===== config.mk =====
export PLATFORM = sky130hd
export DESIGN_NAME = store_buffer
export DESIGN_NICKNAME = d
export VERILOG_FILES = /design/src/rtl/store_buffer.sv
export SDC_FILE = /design/constraint.sdc
export NUM_CORES = 1
export LEC_CHECK = 0
export CAP_MARGIN = 20
export CORE_UTILIZATION = 55
export DETAILED_ROUTE_END_ITERATION = 10
export GPL_TIMING_DRIVEN = 1
export HOLD_SLACK_MARGIN = 0.05
export MAX_ROUTING_LAYER = met4
export PLACE_DENSITY = 0.88
export SKIP_LAST_GASP = 1
export SLEW_MARGIN = 40
export SYNTH_ARGS = -nofsm -noshare
export SYNTH_HDL_FRONTEND = slang
export SYNTH_SLANG_ARGS = --single-unit

===== constraint.sdc =====
create_clock -name clk -period 5.8 [get_ports clk]
set_input_delay 0.87 -clock clk [delete_from_list [all_inputs] [get_ports clk]]
set_output_delay 0.87 -clock clk [all_outputs]
set_load 0.01 [all_outputs]

===== src/rtl/store_buffer.sv =====
// store_buffer: in-order store buffer between the M stage and data memory.
//
// Stores are sized and lane-positioned on entry, queued in a circular FIFO of
// DEPTH entries and drained to memory strictly in push order. Loads probe the
// buffer by word address. With STORE_BUF_FWD_EN defined, matching bytes are
// forwarded (youngest entry wins per lane). Without it, any match stalls the load.
//
// Optional feature macro: STORE_BUF_FWD_EN
//
// Ports:
//   clk, reset                    clock; synchronous active-high reset
//   in_valid/in_ready             store request handshake
//   in_op                         0 word, 1 byte, 2 half, 3 illegal
//   in_addr, in_data, in_pc       byte address, raw store data, store PC
//   mem_we/mem_ready              head entry valid / accepted by memory
//   mem_addr, mem_wdata, mem_be   word-aligned address, lane data, byte enables
//   mem_pc                        PC of the head entry
//   ld_valid, ld_addr             load probe
//   ld_stall, ld_fwd_be/data      load must wait / forwarded bytes
//   err                           one-cycle pulse after an illegal request is consumed
//   count                         occupancy
module store_buffer #(
  parameter int unsigned DEPTH = 4
) (
  input  logic                     clk,
  input  logic                     reset,
  input  logic                     in_valid,
  output logic                     in_ready,
  input  logic [1:0]               in_op,
  input  logic [31:0]              in_addr,
  input  logic [31:0]              in_data,
  input  logic [31:0]              in_pc,
  output logic                     mem_we,
  input  logic                     mem_ready,
  output logic [31:0]              mem_addr,
  output logic [31:0]              mem_wdata,
  output logic [31:0]              mem_pc,
  output logic [3:0]               mem_be,
  input  logic                     ld_valid,
  input  logic [31:0]              ld_addr,
  output logic                     ld_stall,
  output logic [3:0]               ld_fwd_be,
  output logic [31:0]              ld_fwd_data,
  output logic                     err,
  output logic [$clog2(DEPTH):0]   count
);

  localparam int unsigned PtrW = $clog2(DEPTH);
  localparam int unsigned CntW = PtrW + 1;

  // Entry payload; intentionally not reset, validity is tracked by count_q.
  logic [29:0] addr_q [DEPTH];
  logic [31:0] data_q [DEPTH];
  logic [3:0]  be_q   [DEPTH];
  logic [31:0] pc_q   [DEPTH];

  logic [PtrW-1:0] head_q, head_d;
  logic [PtrW-1:0] tail_q, tail_d;
  logic [CntW-1:0] count_q, count_d;
  logic            err_q, err_d;

  logic        req_legal;
  logic [3:0]  req_be;
  logic [31:0] req_data;
  logic        push, pop;

  // Request decode and lane placement.
  always_comb begin
    req_legal = 1'b0;
    req_be    = 4'b0000;
    req_data  = 32'h0;
    case (in_op)
      2'd0: begin
        req_legal = (in_addr[1:0] == 2'b00);
        req_be    = 4'b1111;
        req_data  = in_data;
      end
      2'd1: begin
        req_legal = 1'b1;
        req_be    = 4'b0001 << in_addr[1:0];
        req_data  = {24'h0, in_data[7:0]} << {in_addr[1:0], 3'b000};
      end
      2'd2: begin
        req_legal = ~in_addr[0];
        req_be    = in_addr[1] ? 4'b1100 : 4'b0011;
        req_data  = in_addr[1] ? {in_data[15:0], 16'h0} : {16'h0, in_data[15:0]};
      end
      default: begin
        req_legal = 1'b0;
      end
    endcase
  end

  // in_ready depends only on registered occupancy, never on mem_ready.
  assign in_ready = (count_q < CntW'(DEPTH));
  assign mem_we   = (count_q != '0);
  assign push     = in_valid & in_ready & req_legal;
  assign pop      = mem_we & mem_ready;

  always_comb begin
    head_d  = head_q;
    tail_d  = tail_q;
    count_d = count_q;
    // Illegal requests are still consumed through the handshake.
    err_d   = in_valid & in_ready & ~req_legal;
    if (push) tail_d = tail_q + 1'b1;
    if (pop)  head_d = head_q + 1'b1;
    case ({push, pop})
      2'b10:   count_d = count_q + 1'b1;
      2'b01:   count_d = count_q - 1'b1;
      default: count_d = count_q;
    endcase
  end

  always_ff @(posedge clk) begin
    if (reset) begin
      head_q  <= '0;
      tail_q  <= '0;
      count_q <= '0;
      err_q   <= 1'b0;
    end else begin
      head_q  <= head_d;
      tail_q  <= tail_d;
      count_q <= count_d;
      err_q   <= err_d;
    end
  end

  // Payload write; a push coincident with reset is harmless since count_q clears.
  always_ff @(posedge clk) begin
    if (push) begin
      addr_q[tail_q] <= in_addr[31:2];
      data_q[tail_q] <= req_data;
      be_q[tail_q]   <= req_be;
      pc_q[tail_q]   <= in_pc;
    end
  end

  assign mem_addr  = {addr_q[head_q], 2'b00};
  assign mem_wdata = data_q[head_q];
  assign mem_be    = be_q[head_q];
  assign mem_pc    = pc_q[head_q];
  assign err       = err_q;
  assign count     = count_q;

  // Load probe. Entries are walked oldest to youngest so younger matches
  // overwrite older ones; the head counts as present even while it pops.
  always_comb begin
    logic [PtrW-1:0] idx;
    idx         = head_q;
    ld_stall    = 1'b0;
    ld_fwd_be   = 4'b0000;
    ld_fwd_data = 32'h0;
    for (int unsigned i = 0; i < DEPTH; i++) begin
      idx = head_q + PtrW'(i);
      if (ld_valid && (CntW'(i) < count_q) && (addr_q[idx] == ld_addr[31:2])) begin
`ifdef STORE_BUF_FWD_EN
        for (int unsigned b = 0; b < 4; b++) begin
          if (be_q[idx][b]) begin
            ld_fwd_be[b]          = 1'b1;
            ld_fwd_data[8*b +: 8] = data_q[idx][8*b +: 8];
          end
        end
`else
        ld_stall = 1'b1;
`endif
      end
    end
  end

endmodule


==> impl_metrics.toml <==
[outcome]
status = "finished, final reports clean"

[routing]
ant_nets = 0
drt_iter0_markers = 1220
finalWirelength_um = 48700
vias_per_cell = 6.34
via_count = 11176
post-route-drc-count = 0
avgRoutedWirePerCell_um = 27.6
firstDrtPassIters = 6

[timing]
tightest_slew_ns = 0.880
min_period_ns = 4.78
finClkSkew_ns = 0.0199
maxSlewViolCount = 0
rsz0062_at_grt = "no"
hold_violations = 0
fmax_mhz = 209
tns_ns = 0
setup_viol = 0
finalCritPeriodShare = 0.824
relSlewSlack = 0.409
setup_slack_ns = 1.02

[clock_network]
cts_max_level = 2
insertion_delay_ns = 0.52
cts.sinks = 402
cts-root-buf = "clkbuf_16"
cts_buffer_depth = 3
ctsHoldBuffers = 0
cts.repair.resized = 0
cts_setup_buffers = 0
clk_pin_slew_worst_paths_ns = 0.06
cts_made_buffers = 41
tritoncts = "built"

[global_routing]
antenna_found_initial = 2
grt_pass1_vias = 11248
grt_max_degree = 62
grt_remaining_overflow = 0
grtUsageTotal = 0.288
grt_pass1_wl_um = 72000

[logic_synthesis]
netlist_area_um2 = 19000
syn_inst = 1057
synth_cell_types = 56
ys_ff_latch = 402
synth_top_area_frac = 0.620
synth_seq_area_share = 0.631
synth_area_leaders = "edfxtp_1 (62%), mux4_2 (17%), xnor2_1 (3.7%)"
ys_async_sr_fraction = 0
synth_edf_count = 392
synth_area_leader_cell = "edfxtp_1"
synth_flop_cell = "edfxtp_1"
yosysWarnings = 0
synth_area_per_cell_um2 = 18.0

[place]
dp_hpwl_um = 32300
portBuffers = 237
place_inst = 1688
place.gp.congestion = 0.948
pre_cts_slack_ns = 1.45

[cells_and_area]
stdcell_count = 1763
mostFrequentLayoutCells = "edfxtp_1 (392), clkdlybuf4s50_1 (237), mux4_2 (140), xnor2_1 (80), mux2i_1 (53)"
fin_nets = 1428
final_common_cell = "edfxtp_1"
area_delta_synth_final_pct = 20.6
drive_gt1_frac = 0.178

[critical_path]
cpPeakStageDelay_ns = 0.79
path_cells = "buf_12, mux4_2, xnor2_1, nand4_1, nor4_1, nand4_1, nand4_1, clkdlybuf4s50_1"
cp-start-kind = "flop"
end_kind = "output pin"
slowest_stage = "dfxtp_4"
cp_common_cell = "nand4_1"
crit_arrival_ns = 3.91
crit_family = "simple AND/OR/NAND/NOR gates"
path_class = "reg -> out"
required_ns = 4.93
critPathBufInv = 2
worstPathMaxFanout = 39

[floorplan]
initial_core_util = 0.562
dieArea_um2 = 35300
ioPinCount = 278
fp.dieH_um = 188
core_um2 = 33800
die_width_um = 188
rows = 67

[power_and_ir_drop]
power_density_nw_per_um2 = 380
irDropWorstVdd_mv = 0.321
p_total_mw = 8.71
p_leak_nw = 7.29

[flow_run]
max-cap-violations = 0

[hold_path]
hp-class = "reg -> reg"
## cell families after synthesis
logic type,Yosys count,synth area share
buf+inv,128,0.0407
xor+xnor,109,0.0503
flops,402,0.631
compound gates,78,0.0316
mux,204,0.206
simple gates,126,0.0347
other cells,1,0.000198
fa+ha+maj,9,0.00593
## state kept, by name, summed over array words and instances (netlist names), named ones only
name / count
count: 3
be_q: 16
pc_q: 128
data_q: 128
head_q: 2
tail_q: 2
addr_q: 120
err: 1
## worst paths after layout
path	from	to	slack (ns)	cells after the start
max	head_q[0]$_SDFFE_PP0P_	ld_stall	1.02	8
min	tail_q[1]$_SDFFE_PP0P_	tail_q[1]$_SDFFE_PP0P_	0.58	2
max reg2reg	count[2]$_SDFFE_PP0P_	pc_q[3][7]$_DFFE_PP_	3.38	4
min reg2reg	tail_q[1]$_SDFFE_PP0P_	tail_q[1]$_SDFFE_PP0P_	0.58	2
## per-stage QoR
stage	utilization	hold WS [ns]	cell area [µm²]
5_1_grt	0.678	0.612	22900
3_3_place_gp	0.639	0.531	21600
6_report	0.678	0.575	22900
3_5_place_dp	0.639	0.574	21600
2_1_floorplan	-	0.514	19100
4_1_cts	0.677	0.582	22900
## synthesized netlist by cell type (all sizes together), types with 2 or more instances
master / n
nand2: 15
mux2: 4
edfxtp: 392
or2: 3
nor4: 11
o2111ai: 2
mux2i: 53
o22ai: 6
a21oi: 10
nand4: 24
buf: 73
and2: 7
dfxtp: 10
inv: 19
a211oi: 5
a222oi: 8
nand2b: 4
xor2: 29
ha: 9
nor3: 6
nor2b: 9
o2bb2ai: 2
clkbuf: 36
o311ai: 2
nand3: 7
o21ai: 9
or3: 3
a22o: 19
a221oi: 4
xnor2: 80
mux4: 147
nor2: 33
## layout make-up
| class | instances | area, µm² |
|---|---|---|
| diodes | 2 | 5.00 |
| clock buffers | 49 | 1060 |
| clock inverters | 23 | 216 |
| fillers | 2129 | 10900 |
| inverters | 19 | 71.3 |
| multi-input cells | 564 | 6400 |
| flip-flops and latches | 402 | 12000 |
| well taps | 448 | 561 |
| repair buffers | 256 | 2610 |
## per-layer routing
metal	track usage	wire [µm]	up-vias
met2	0.466	24200	745
li1	-	-	4682
met3	0.0678	5320	103
met5	-	0	-
met1	0.362	17600	5646
met4	0.0876	1510	0
## power breakdown
| part | switching (mW) | total [mW] | internal [mW] |
|---|---|---|---|
| Sequential | 0.176 | 3.48 | 3.31 |
| Combinational | 1.25 | 2.69 | 1.44 |
| Clock | 1.06 | 2.54 | 1.48 |
| Total | 2.49 | 8.71 | 6.22 |
## worst register-to-register path: cells and delay by family (launching register included)
kind,cells,cell delay [ns]
and+or+nand+nor,2,1.09
buffers and inverters,2,0.56
DFF,1,0.37
No activity file was read; power rests on OpenSTA's default activity.
